**src/rtl/ps2_pkg.sv**
```systemverilog
// Shared definitions for the PS/2 scan-code receiver.
// Holds the frame FSM state type and the two scan-code prefix bytes.
package ps2_pkg;

    typedef enum logic [1:0] {
        StIdle,
        StData,
        StParity,
        StStop
    } ps2_state_e;

    localparam logic [7:0] PS2_PREFIX_EXT = 8'hE0;
    localparam logic [7:0] PS2_PREFIX_BRK = 8'hF0;

endpackage

```
**src/rtl/ps2_edge_filter.sv**
```systemverilog
// Conditions the raw PS/2 clock line: 2-flop synchronizer, glitch filter and
// falling-edge detector.
//   clk_i    system clock
//   reset_i  asynchronous active-high reset
//   ps2c_i   raw PS/2 clock, asynchronous to clk_i
//   fall_o   high for the one cycle in which the filtered clock goes 1 -> 0
module ps2_edge_filter #(
    parameter int unsigned FILTER_BITS = 8  // must be >= 2
) (
    input  logic clk_i,
    input  logic reset_i,
    input  logic ps2c_i,
    output logic fall_o
);

    logic                   meta_q;
    logic                   sync_q;
    logic [FILTER_BITS-1:0] hist_q;
    logic                   filt_q;
    logic                   filt_d;

    // Everything resets to 1 so an idle bus produces no edge on reset release.
    always_ff @(posedge clk_i or posedge reset_i) begin
        if (reset_i) begin
            meta_q <= 1'b1;
            sync_q <= 1'b1;
            hist_q <= '1;
            filt_q <= 1'b1;
        end else begin
            meta_q <= ps2c_i;
            sync_q <= meta_q;
            hist_q <= {hist_q[FILTER_BITS-2:0], sync_q};
            filt_q <= filt_d;
        end
    end

    // The filtered level only moves once the whole history window agrees.
    always_comb begin
        filt_d = filt_q;
        if (hist_q == '0) begin
            filt_d = 1'b0;
        end else if (hist_q == '1) begin
            filt_d = 1'b1;
        end
    end

    assign fall_o = filt_q & ~filt_d;

endmodule

```
**src/rtl/ps2_scan_receiver.sv**
```systemverilog
// PS/2 keyboard receiver: decodes 11-bit frames into scan codes and folds the
// E0 (extended) and F0 (break) prefixes into flags on the following key.
//   clk        system clock
//   reset      asynchronous active-high reset
//   ps2d/ps2c  raw PS/2 data and clock lines, asynchronous to clk
//   ready      one-cycle pulse: key/brk/ext were just updated
//   key        last decoded scan code
//   brk, ext   last key carried the F0 / E0 prefix
//   frame_err  one-cycle pulse on start, parity, stop or timeout error
module ps2_scan_receiver
    import ps2_pkg::*;
#(
    parameter int unsigned FILTER_BITS = 8,
    parameter int unsigned TIMEOUT     = 100000
) (
    input  logic       clk,
    input  logic       reset,
    input  logic       ps2d,
    input  logic       ps2c,
    output logic       ready,
    output logic [7:0] key,
    output logic       brk,
    output logic       ext,
    output logic       frame_err
);

    localparam int unsigned TmoW = $clog2(TIMEOUT + 1);

    logic            fall;
    logic            ps2d_meta_q;
    logic            ps2d_sync_q;
    ps2_state_e      state_q;
    logic [2:0]      bit_cnt_q;
    logic [7:0]      shift_q;
    logic            par_ok_q;
    logic [TmoW-1:0] tmo_cnt_q;
    logic            ext_pend_q;
    logic            brk_pend_q;
    logic            ready_q;
    logic            frame_err_q;
    logic [7:0]      key_q;
    logic            brk_q;
    logic            ext_q;

    ps2_edge_filter #(
        .FILTER_BITS(FILTER_BITS)
    ) u_clk_filter (
        .clk_i  (clk),
        .reset_i(reset),
        .ps2c_i (ps2c),
        .fall_o (fall)
    );

    always_ff @(posedge clk or posedge reset) begin
        if (reset) begin
            ps2d_meta_q <= 1'b1;
            ps2d_sync_q <= 1'b1;
        end else begin
            ps2d_meta_q <= ps2d;
            ps2d_sync_q <= ps2d_meta_q;
        end
    end

    // tmo_cnt_q holds the number of cycles since the last sample event, so the
    // timeout pulse lands exactly TIMEOUT cycles after that event.
    always_ff @(posedge clk or posedge reset) begin
        if (reset) begin
            state_q     <= StIdle;
            bit_cnt_q   <= '0;
            shift_q     <= '0;
            par_ok_q    <= 1'b0;
            tmo_cnt_q   <= '0;
            ext_pend_q  <= 1'b0;
            brk_pend_q  <= 1'b0;
            ready_q     <= 1'b0;
            frame_err_q <= 1'b0;
            key_q       <= '0;
            brk_q       <= 1'b0;
            ext_q       <= 1'b0;
        end else begin
            ready_q     <= 1'b0;
            frame_err_q <= 1'b0;
            if (fall) begin
                // A sample event wins over a coincident timeout.
                tmo_cnt_q <= TmoW'(1);
                unique case (state_q)
                    StIdle: begin
                        if (!ps2d_sync_q) begin
                            state_q   <= StData;
                            bit_cnt_q <= '0;
                        end else begin
                            frame_err_q <= 1'b1;
                            ext_pend_q  <= 1'b0;
                            brk_pend_q  <= 1'b0;
                            tmo_cnt_q   <= '0;
                        end
                    end
                    StData: begin
                        shift_q   <= {ps2d_sync_q, shift_q[7:1]};
                        bit_cnt_q <= bit_cnt_q + 3'd1;
                        if (bit_cnt_q == 3'd7) begin
                            state_q <= StParity;
                        end
                    end
                    StParity: begin
                        par_ok_q <= ^{shift_q, ps2d_sync_q};
                        state_q  <= StStop;
                    end
                    StStop: begin
                        state_q   <= StIdle;
                        tmo_cnt_q <= '0;
                        if (ps2d_sync_q && par_ok_q) begin
                            if (shift_q == PS2_PREFIX_EXT) begin
                                ext_pend_q <= 1'b1;
                            end else if (shift_q == PS2_PREFIX_BRK) begin
                                brk_pend_q <= 1'b1;
                            end else begin
                                key_q      <= shift_q;
                                brk_q      <= brk_pend_q;
                                ext_q      <= ext_pend_q;
                                ready_q    <= 1'b1;
                                ext_pend_q <= 1'b0;
                                brk_pend_q <= 1'b0;
                            end
                        end else begin
                            frame_err_q <= 1'b1;
                            ext_pend_q  <= 1'b0;
                            brk_pend_q  <= 1'b0;
                        end
                    end
                    default: state_q <= StIdle;
                endcase
            end else if (state_q != StIdle) begin
                if (tmo_cnt_q == TmoW'(TIMEOUT - 1)) begin
                    state_q     <= StIdle;
                    tmo_cnt_q   <= '0;
                    frame_err_q <= 1'b1;
                    ext_pend_q  <= 1'b0;
                    brk_pend_q  <= 1'b0;
                end else begin
                    tmo_cnt_q <= tmo_cnt_q + TmoW'(1);
                end
            end
        end
    end

    assign ready     = ready_q;
    assign frame_err = frame_err_q;
    assign key       = key_q;
    assign brk       = brk_q;
    assign ext       = ext_q;

endmodule

```
**config.mk**
```make
export PLATFORM = sky130hd
export DESIGN_NAME = ps2_scan_receiver
export DESIGN_NICKNAME = d
export VERILOG_FILES = /design/src/rtl/ps2_pkg.sv /design/src/rtl/ps2_edge_filter.sv /design/src/rtl/ps2_scan_receiver.sv
export SDC_FILE = /design/constraint.sdc
export NUM_CORES = 1
export LEC_CHECK = 0
export ABC_AREA = 0
export CORE_MARGIN = 5
export CORE_UTILIZATION = 53
export CTS_CLUSTER_DIAMETER = 120
export DETAILED_ROUTE_END_ITERATION = 8
export GPL_TIMING_DRIVEN = 0
export PLACE_DENSITY = 0.75
export SYNTH_ARGS = -nofsm -noshare
export SYNTH_HDL_FRONTEND = slang
export SYNTH_SLANG_ARGS = --single-unit
```
**constraint.sdc**
```tcl
create_clock -name clk -period 1.8 [get_ports clk]
set_input_delay 0.36 -clock clk [delete_from_list [all_inputs] [get_ports clk]]
set_output_delay 0.36 -clock clk [all_outputs]
set_load 0.005 [all_outputs]
```
After elaboration in Yosys (flattened, before gate mapping)
Cells that the tools add are included.

operators by class
  equal/unequal tests = 15
  $add $sub $neg = 2
  muxes and demuxes = 39
  bitwise logic cells = 4
  reduce and logical (&&, ||, !) cells = 15

operators by type and width
  kind                     count
  $mux W17                 3
  $eq A8 B8 Y1 const B     3
  $mux W1                  24
  $add A17 B1 Y17 const B  1
  $eq A17 B17 Y1 const B   1
  $reduce_and A5 Y1        3
  $mux W2                  5
  $ne A3 B3 Y1 const B     3
  $reduce_xor A9 Y1        1
  $logic_not A8 Y1         1
  $pmux W1 S2              4
  $pmux W2 S4              1
  $reduce_bool A2 Y1       4
  $pmux W3 S2              1
  $ne A5 B5 Y1 const B     1
  $eq A2 B2 Y1 const B     2
  $ne A4 B4 Y1 const B     1
  $reduce_and A2 Y1        2
  $reduce_and A4 Y1        1
  $add A3 B1 Y3 const B    1
  $eq A3 B3 Y1 const B     1
  $mux W3                  1
  $ne A3 B1 Y1 const B     1
  $not A1 Y1               3
  other kinds (6)          6

word-level totals
  logic and storage cells = 93
  output and inout port bits = 12
  register bits after elaboration = 58

Depth between registers and ports, before layout
Gate-level depths: netlist of run 1.

  word-level depth = 7
  depth in mapped cells = 7
  gate-level depth less buffers = 7

Hierarchy
Synthesis of run 1 repeated with hierarchy kept, for this count alone.

unflattened totals
  cell total of the unflattened synthesis = 230
  area total of the unflattened synthesis = 2695.1 um2

modules (own cells, without submodules)
  module             cells each  instances  area an instance (um2)
  ps2_scan_receiver  211         1          2346.0
  ps2_edge_filter    19          1          349.1

Worst setup path before layout of run 1
OpenSTA, ideal clock, no wires.

  path type = register to register
  start = reg u_clk_filter.hist_q[5]
  end = reg ext_q (netlist: ext)
  stages on the path, launching flop included = 6
  buffers on the path = 1
  path slack = -0.010 ns
  arrival time = 1.685 ns
  clock period less this slack = 1.810 ns
  data required time = 1.675 ns
  setup time = 0.125 ns
  cell sequence = dfstp_2 nor4_4 nand3_2 or3_4 buf_6 mux2_4

on the way
  longest elaborated chain between the ends = 6
  elaborated cells between the ends (all ways) = 7
  classes of those cells = 1 x eq/ne; 2 x mux; 2 x bitwise; 2 x reduce/logical

ends and longest elaborated chain
  what                           line                      RTL
  start, declared                ps2_edge_filter.sv:18     logic [FILTER_BITS-1:0] hist_q;
  start signal, assigned         ps2_edge_filter.sv:32     hist_q <= {hist_q[FILTER_BITS-2:0], sync_q};
  $eq A8 B8 Y1                   ps2_edge_filter.sv:42     end else if (hist_q == '1) begin
  $mux W1                        ps2_edge_filter.sv:42
  $mux W1 *                      ps2_edge_filter.sv:40     if (hist_q == '0) begin
  $not A1 Y1 *                   ps2_edge_filter.sv:47     assign fall_o = filt_q & ~filt_d;
  $and A1 B1 Y1 *                ps2_edge_filter.sv:47
  $reduce_and A5 Y1 (no line) *  -
  end signal, assigned           ps2_scan_receiver.sv:120  ext_q <= ext_pend_q;
  end, declared                  ps2_scan_receiver.sv:43   logic ext_q;

Every way passes the cells marked *; elsewhere a longest branch is shown, timed or not.
A chain may end at the register's enable or synchronous reset.

Final worst setup path of run 1
  start = reg u_clk_filter.hist_q[6]
  end = reg brk_q (netlist: brk)

on the way
  longest elaborated chain between the ends = 6
  elaborated cells between the ends (all ways) = 7
  classes of those cells = 1 x eq/ne; 2 x mux; 2 x bitwise; 2 x reduce/logical

ends and longest elaborated chain
  what                           line                      RTL
  $eq A8 B8 Y1                   ps2_edge_filter.sv:42
  $mux W1                        ps2_edge_filter.sv:42
  $mux W1 *                      ps2_edge_filter.sv:40
  $not A1 Y1 *                   ps2_edge_filter.sv:47
  $and A1 B1 Y1 *                ps2_edge_filter.sv:47
  $reduce_and A5 Y1 (no line) *  -
  end signal, assigned           ps2_scan_receiver.sv:119  brk_q <= brk_pend_q;
  end, declared                  ps2_scan_receiver.sv:42   logic brk_q;

Marked as above.

==> results of run 1 <==
==> worst max-delay path: stages, from the launching register on <==
cell,delay [ns]
dfstp_2,0.39
nor4_4,0.31
nand3_2,0.14
or3_4,0.44
buf_4,0.16
mux2_4,0.29
==> cell families after synthesis <==
group	Yosys count	share of synthesized area (%)
simple gates	82	17.8
flops	58	54.6
compound gates	34	8.28
xor+xnor	19	6.19
mux	16	7.67
buf+inv	14	2.28
fa+ha+maj	7	3.26
==> final cells by class <==
type,instances,area share [%]
flip-flops and latches,58,42.3
multi-input cells,158,37.6
repair buffers,36,10.1
clock buffers,11,4.07
well taps,70,2.52
plain buffers,5,1.55
inverters,8,0.937
clock inverters,5,0.865
==> report_power, final <==
group          internal (uW)  switching (uW)  total, uW
logic                   24.9            40.4       65.4
clock network            529             519       1050
registers               1340            19.7       1360
==> sequential cells by signal (all words and copies together) (netlist names), 2 cells and up <==
signal / count
bit_cnt_q: 3
key: 8
shift_q: 8
state_q: 2
tmo_cnt_q: 17
u_clk_filter.hist_q: 8
==> metal layers <==
layer / routed length, um / vias to the layer above / part of all wire, % / GRT usage [%]
li1: - / 907 / - / -
met1: 2460 / 931 / 45 / 24.2
met2: 2650 / 34 / 49 / 28.2
met3: 202 / 15 / 3.7 / 4.32
met4: 143 / 0 / 2.6 / 13.0
met5: 0 / - / 0 / 0
==> metrics by stage <==
stage                     total power (uW)  area (um^2)  utilization, %  setup WS [ns]
after floorplan                       1420         2690               -         0.0150
after global placement                1440         2930            58.4         -0.989
after detailed placement              1440         2950            58.8         -0.196
after CTS                             2490         3310            66.1        -0.0753
after global routing                  2580         3470            69.3         -0.121
final                                 2470         3470            69.3        -0.0525
==> how the worst max path moves through the flow <==
stage	start	end	slack, ns	cells after the start
floorplan	u_clk_filter.hist_q[2]	ext	0.01	5
global placement	reset	tmo_cnt_q[2]	-0.99	2
detailed placement	state_q[0]	tmo_cnt_q[5]	-0.20	7
CTS	u_clk_filter.hist_q[1]	brk	-0.08	5
global route	u_clk_filter.hist_q[2]	key[6]	-0.12	5
finish	u_clk_filter.hist_q[6]	brk	-0.05	5
==> what timing repair did <==
item | in CTS | in global routing
gates resized for setup | 28 | 23
pin swaps | 9 | 15
setup endpoints to repair | 33 | 35
hold buffers | 0 | 0
buffers inserted | 9 | 10
endpoints found under the hold margin | 0 | 0
cloned | 1 | 0
==> cell usage in the layout (no fill, tap or decap), types with 4 or more instances in the layout <==
cell type,count
clkbuf_8,10
and3_1,4
nand3_1,4
inv_1,6
o21ai_0,4
ha_1,6
nor2_4,4
nand4_1,6
mux2_4,8
clkdlybuf4s50_1,15
mux2_2,8
a21oi_1,9
buf_6,4
nand2_1,16
dfrtp_1,44
buf_4,17
dfstp_2,13
o21ai_1,5
nor2_1,18
xnor2_1,15
xor2_1,4
==> results.json, run 1 <==
{
  "slew_violations": 0,
  "h-tree-depth": 3,
  "routedWlPerCell_um": 15.5,
  "ant_nets": 0,
  "synth_top_area_share_pct": 41.9,
  "vias": 1887,
  "setup_viol_count_final": 8,
  "vdd_drop_max_mv": 0.458,
  "die_w_um": 81.2,
  "synth_warnings": 0,
  "cp-end-kind": "register",
  "critPathMaxFanout": 3,
  "violations": "negative setup slack",
  "final-seq-area_mm2": 0.00147,
  "drt_pass1_iterations": 4,
  "track_usage_pct": 18.8,
  "yosys-top-cells-count": "dfrtp_1, nor2_1, nand2_1, xnor2_1, dfstp_2",
  "synth_top_cell_by_area": "dfrtp_1",
  "slew_headroom_pct": 54.0,
  "n_fill_cell": 361,
  "worst_slack_ns": -0.0525,
  "r2r-start": "u_clk_filter.hist_q[6]",
  "row_count": 26,
  "rsz0062_at_grt": "true",
  "ios": 16,
  "synth_area_leaders": "dfrtp_1, dfstp_2, xnor2_1",
  "gp_congestion": 0.806,
  "cts_made_buffers": 9,
  "hold_class": "register to register",
  "ys_ff_latch": 58,
  "r2r_end": "brk",
  "dpl.hpwl_um": 3250,
  "fin_crit_ns": 1.85,
  "synth-main-ff-cell": "dfrtp_1",
  "clockRootBuffer": "clkbuf_8",
  "syn_area_per_cell_um2": 11.7,
  "r2r_cells": 5,
  "drc": 0,
  "portBuffers": 15,
  "grt_overflow": 0,
  "r2r_slack_ns": -0.05,
  "die_h_um": 81.2,
  "multi_input_area_mm2": 0.00131,
  "yosysSeqAreaShare_pct": 54.6,
  "min_path_cells": 0,
  "drt_iter0_drc": 115,
  "clkTransAtPathRegs_ns": 0.07,
  "finalNetCount": 287,
  "grt_pass1_wl_um": 9110,
  "hp-start": "ps2d_meta_q",
  "power.density_mw_per_mm2": 711,
  "fin_crit_sh_pct": 103,
  "syn-cell-area_mm2": 0.00269,
  "worstPathRequired_ns": 2.02,
  "vias_per_cell": 5.38,
  "crit_path_start_kind": "register",
  "fmax_mhz": 540,
  "syn2layout_area_growth_pct": 29.1,
  "syn_inst": 230,
  "wl_um": 5450,
  "first_global_vias": 1835,
  "num_antenna_cells": 0,
  "max-clock-path-buffers": 2,
  "initial_core_util_pct": 53.7,
  "crit_type": "register to register",
  "layout-drive-gt1-share_pct": 35.6,
  "finalHoldViolCount": 0,
  "status": "finished with violations",
  "min_to": "ps2d_sync_q",
  "skew_ns": 0.00369,
  "synth_edf_count": 0,
  "clk-insertion-delay-late_ns": 0.34,
  "finalSetupTns_ns": -0.381,
  "maxCapViolCount": 0,
  "ys_types": 48,
  "cts.sinks": 58,
  "dieArea_mm2": 0.00660,
  "antenna_found_initial": 0,
  "syn-num-nets": 241,
  "worst_hold_slack_ns": 0.356,
  "synth_most_common_cell": "dfrtp_1",
  "worst_pin_slew_ns": 0.681,
  "cp.arrival_ns": 2.08,
  "tritoncts": "yes",
  "core_area_mm2": 0.00501,
  "layout.cells.non_filler": 351,
  "leakage_uw": 0.00153,
  "grt_start_max_net_pins": 31,
  "dpl.cell_count": 316,
  "ys_async_sr_fraction_pct": 100
}
Note: power is estimated with default switching activity, not from simulation.
==> run 2: changes to the inputs <==
Settings changed: CORE_MARGIN 5 to 2, SETUP_SLACK_MARGIN set to 0.02.
==> results.json, run 2 (same netlist as run 1, synthesis figures left out) <==
{
  "wl_um": 5520,
  "crit_slowest_cell": "or3_4",
  "pwr-share-seq_pct": 52.6,
  "cp.arrival_ns": 2.08,
  "die_w_um": 75.2,
  "drc": 0,
  "skew_ns": 0.0135,
  "clockPowerShare_pct": 44.5,
  "r2r_slack_ns": -0.06,
  "crit_type": "register to register",
  "top_register": "tmo_cnt_q",
  "row_count": 25,
  "antenna_found_initial": 0,
  "worst_slack_ns": -0.0619,
  "core_area_mm2": 0.00482,
  "drt_iter0_drc": 142,
  "finalNetCount": 289,
  "critPathMaxStageDelay_ns": 0.44,
  "fin_crit_sh_pct": 103,
  "critPathMaxFanout": 5,
  "r2r_cells": 5,
  "drt_pass1_iterations": 4,
  "r2r_end": "key[5]",
  "dieArea_mm2": 0.00566,
  "grt_overflow": 0,
  "vias": 1885,
  "tritoncts": "yes",
  "fmax_mhz": 537,
  "final_common_cell": "dfrtp_1",
  "post_dp_cell_area_mm2": 0.00294,
  "maxCapViolCount": 0,
  "rsz0062_at_grt": "true",
  "comb_power_share_pct": 2.9,
  "initial_core_util_pct": 55.8,
  "cp-end-kind": "register",
  "ant_nets": 0,
  "violations": "negative setup slack",
  "postLayoutCoreUtil_pct": 73.2,
  "p_switching_uw": 573,
  "grt_start_max_net_pins": 39,
  "track_usage_pct": 20.1,
  "finalHoldViolCount": 0,
  "vdd_drop_max_mv": 0.481,
  "largest_reg_flops": 17,
  "clk-insertion-delay-late_ns": 0.34,
  "crit_path_start_kind": "register",
  "num_antenna_cells": 0,
  "worstPathRequired_ns": 2.02,
  "vias_per_cell": 5.39,
  "ios": 16,
  "cp_top_family": "simple AND/OR/NAND/NOR gates",
  "n_fill_cell": 330,
  "syn2layout_area_growth_pct": 31.1,
  "fin_crit_ns": 1.86,
  "cts.sinks": 58,
  "path_buf_inv": 1,
  "power.density_mw_per_mm2": 731,
  "crit_chain": "nor4_4 > nand3_2 > or3_4 > buf_12 > mux2_4",
  "die_h_um": 75.2,
  "r2r-start": "u_clk_filter.hist_q[2]",
  "h-tree-depth": 3,
  "slew_headroom_pct": 58.8,
  "hold_class": "primary input to async pin",
  "portBuffers": 15,
  "setup_viol_count_final": 8,
  "cts_made_buffers": 9,
  "stdcell_area_mm2": 0.00353,
  "leakage_uw": 0.00153,
  "slew_violations": 0,
  "gp_congestion": 0.787,
  "clockRootBuffer": "clkbuf_8",
  "max-clock-path-buffers": 2,
  "final_cell_mix": "dfrtp_1, buf_4, nor2_1, nand2_1",
  "status": "finished with violations",
  "layout-drive-gt1-share_pct": 38.9,
  "p_int_uw": 2010,
  "dpl.hpwl_um": 3160,
  "first_global_vias": 1835,
  "grt_pass1_wl_um": 8350,
  "clkTransAtPathRegs_ns": 0.07,
  "p_total_uw": 2580,
  "worst_pin_slew_ns": 0.610,
  "power.share.switching_pct": 22.2,
  "routedWlPerCell_um": 15.8
}
-- run 2: area by class of cell --
| class | instances | area (um^2) | share of cell area, % |
|---|---|---|---|
| flip-flops and latches | 58 | 1470 | 41.6 |
| multi-input cells | 159 | 1340 | 38.0 |
| repair buffers | 37 | 363 | 10.3 |
| clock buffers | 11 | 131 | 3.72 |
| well taps | 67 | 83.8 | 2.38 |
| clock inverters | 5 | 56.3 | 1.60 |
| plain buffers | 5 | 51.3 | 1.45 |
| inverters | 8 | 32.5 | 0.922 |
-- run 2: per-stage QoR --
stage          setup TNS (ns)  setup WS [ns]  hold WS (ns)  cells
6_report               -0.420        -0.0619         0.339    350
5_1_grt                 -1.21         -0.121         0.364    350
4_1_cts                -0.430        -0.0615         0.344    340
3_5_place_dp            -3.52         -0.187         0.349    313
3_3_place_gp           -52.18         -0.968         0.345    312
2_1_floorplan               0         0.0150         0.345    230
-- run 2: worst max-delay path by stage --
stage | startpoint | endpoint | slack (ns) | cells after the start
final | u_clk_filter.hist_q[2] | key[5] | -0.06 | 5
after detailed placement | state_q[0] | tmo_cnt_q[5] | -0.19 | 7
after floorplan | u_clk_filter.hist_q[2] | ext | 0.01 | 5
after global routing | u_clk_filter.hist_q[2] | tmo_cnt_q[15] | -0.12 | 7
after CTS | u_clk_filter.hist_q[2] | key[6] | -0.06 | 5
after global placement | reset | tmo_cnt_q[3] | -0.97 | 2
-- run 2: worst register-to-register path: cells and delay by family (launching register included) --
family	cells	cell delay, ns
buffers and inverters	1	0.16
muxes	1	0.29
DFF	1	0.38
and+or+nand+nor	3	0.91
-- run 2: power by group through the flow --
stage,logic (uW),registers [uW],clock network (uW)
3_3_place_gp,55.7,1380,0
4_1_cts,71.0,1360,1160
2_1_floorplan,40.3,1380,0
6_report,75.7,1360,1150
5_1_grt,86.4,1360,1230
3_5_place_dp,62.3,1380,0
-- run 2: timing repair --
item / in CTS / in global routing
hold buffers: 0 / 0
pin swaps: 7 / 20
setup buffers: 11 / 9
endpoints found under the hold margin: 0 / 0
endpoints found under the setup margin: 35 / 36
resized for setup: 21 / 38
gates cloned: 1 / 1
-- run 2: metal layers --
metal / up-vias / routed length (um) / global-route usage [%]
met5: - / 0 / 0
met4: 0 / 113 / 7.60
met3: 11 / 225 / 6.56
met2: 47 / 2710 / 31.3
met1: 914 / 2470 / 26.3
li1: 913 / - / -
==> run 3: changes to the inputs <==
Settings changed: GPL_ROUTABILITY_DRIVEN set to 0, SETUP_SLACK_MARGIN 0.02 to 0.2.
==> results.json, run 3 (same netlist as run 1, synthesis figures left out) <==
{
  "status": "finished with violations",
  "violations": "negative setup slack",
  "leakage_uw": 0.00172,
  "worst_pin_slew_ns": 0.839,
  "crit_path_start_kind": "register",
  "largest_reg_flops": 17,
  "ios": 16,
  "skew_ns": 0.0108,
  "portBuffers": 15,
  "grt_pass1_wl_um": 10200,
  "hold_class": "register to register",
  "crit_chain": "nor4_4 > nand3_4 > or3_4 > buf_12 > mux2_4",
  "slew_violations": 0,
  "dpl.hpwl_um": 3240,
  "p_total_uw": 2790,
  "tritoncts": "yes",
  "clockRootBuffer": "clkbuf_8",
  "finalHoldViolCount": 0,
  "final_cell_mix": "dfrtp_1, buf_4, nand2_1",
  "r2r-start": "u_clk_filter.hist_q[6]",
  "antenna_found_initial": 0,
  "cp_top_family": "simple AND/OR/NAND/NOR gates",
  "setup_viol_count_final": 22,
  "worstPathRequired_ns": 2.03,
  "maxCapViolCount": 0,
  "track_usage_pct": 24.8,
  "row_count": 25,
  "vias_per_cell": 5.97,
  "dpl_worst_slack_ns": -0.162,
  "num_antenna_cells": 0,
  "hp-start": "ps2d_meta_q",
  "cp-end-kind": "register",
  "postLayoutCoreUtil_pct": 79.3,
  "fin_crit_sh_pct": 107,
  "initial_core_util_pct": 55.8,
  "critPathMaxStageDelay_ns": 0.42,
  "clk-insertion-delay-late_ns": 0.35,
  "cts.sinks": 58,
  "slew_headroom_pct": 43.3,
  "dieArea_mm2": 0.00566,
  "die_w_um": 75.2,
  "wl_um": 7100,
  "clkTransAtPathRegs_ns": 0.06,
  "die_h_um": 75.2,
  "syn2layout_area_growth_pct": 42.0,
  "core_area_mm2": 0.00482,
  "h-tree-depth": 3,
  "fmax_mhz": 520,
  "fin_crit_ns": 1.92,
  "final_common_cell": "dfrtp_1",
  "critPathMaxFanout": 9,
  "crit_type": "register to register",
  "power.density_mw_per_mm2": 731,
  "drc": 0,
  "path_buf_inv": 1,
  "cp.arrival_ns": 2.15,
  "worst_slack_ns": -0.122,
  "worstSetupStartpoint": "u_clk_filter.hist_q[6]",
  "hold_buffers": 0,
  "top_register": "tmo_cnt_q",
  "vias": 2184,
  "first_global_vias": 2090,
  "vdd_drop_max_mv": 0.583,
  "ant_nets": 0,
  "finalNetCount": 305,
  "cts_made_buffers": 9,
  "rsz0062_at_grt": "true",
  "layout-drive-gt1-share_pct": 44.1,
  "grt_start_max_net_pins": 59,
  "drt_pass1_iterations": 4,
  "crit_slowest_cell": "or3_4",
  "drt_iter0_drc": 172,
  "routedWlPerCell_um": 19.4,
  "grt_overflow": 0,
  "max-clock-path-buffers": 2
}
run 3: through the flow:
step	TNS [ns]	hold WS (ns)	std cells	instance area (um^2)
floorplan	0	0.345	230	2710
global placement	-1.03	0.346	312	2940
detailed placement	-1.89	0.347	312	2940
CTS	-0.931	0.356	354	3600
global route	-3.08	0.365	366	3820
finish	-1.57	0.355	366	3820
run 3: routing by layer:
metal	track usage, %	vias to the layer above	share of wire, %
met5	0	-	0
met4	12.1	0	3.6
met3	6.83	30	4.7
met2	39.5	83	50
met1	31.4	1121	41
li1	-	950	-
run 3: layout make-up:
| type | count | area (um^2) |
|---|---|---|
| Fill cell | 272 | 996 |
| Buffer | 6 | 100 |
| Clock buffer | 11 | 141 |
| Timing Repair Buffer | 53 | 503 |
| Inverter | 8 | 33.8 |
| Clock inverter | 5 | 77.6 |
| Multi-Input combinational cell | 158 | 1410 |
| Tap cell | 67 | 83.8 |
| Sequential cell | 58 | 1470 |
run 3: where the power goes:
part / switching [uW] / internal [uW] / leakage [uW] / total [uW]
logic: 48.2 / 37.7 / 0.000849 / 85.8
clock network: 534 / 812 / 0.000109 / 1350
registers: 22.7 / 1340 / 0.000764 / 1360
run 3: worst register-to-register path, delay by kind of cell, from the launching register on:
family,cells,cell delay (ns)
mux,1,0.29
flops,1,0.39
buf+inv,1,0.16
simple gates,3,0.97
run 3: repair_timing:
item                       CTS  global route
gates resized for setup     49            28
pin swaps                   20            21
setup endpoints to repair   45            47
setup buffers               26            11
run 3: final timing paths:
kind / endpoint / depth (start not counted) / slack [ns]
worst min register to register: ps2d_sync_q / 0 / 0.36
max in group asynchronous: ps2d_meta_q / 3 / 0.73
worst min-delay path: ps2d_sync_q / 0 / 0.36
worst max-delay path: key[5] / 5 / -0.12
worst max register to register: key[5] / 5 / -0.12
min in group asynchronous: ext_pend_q / 2 / 0.45
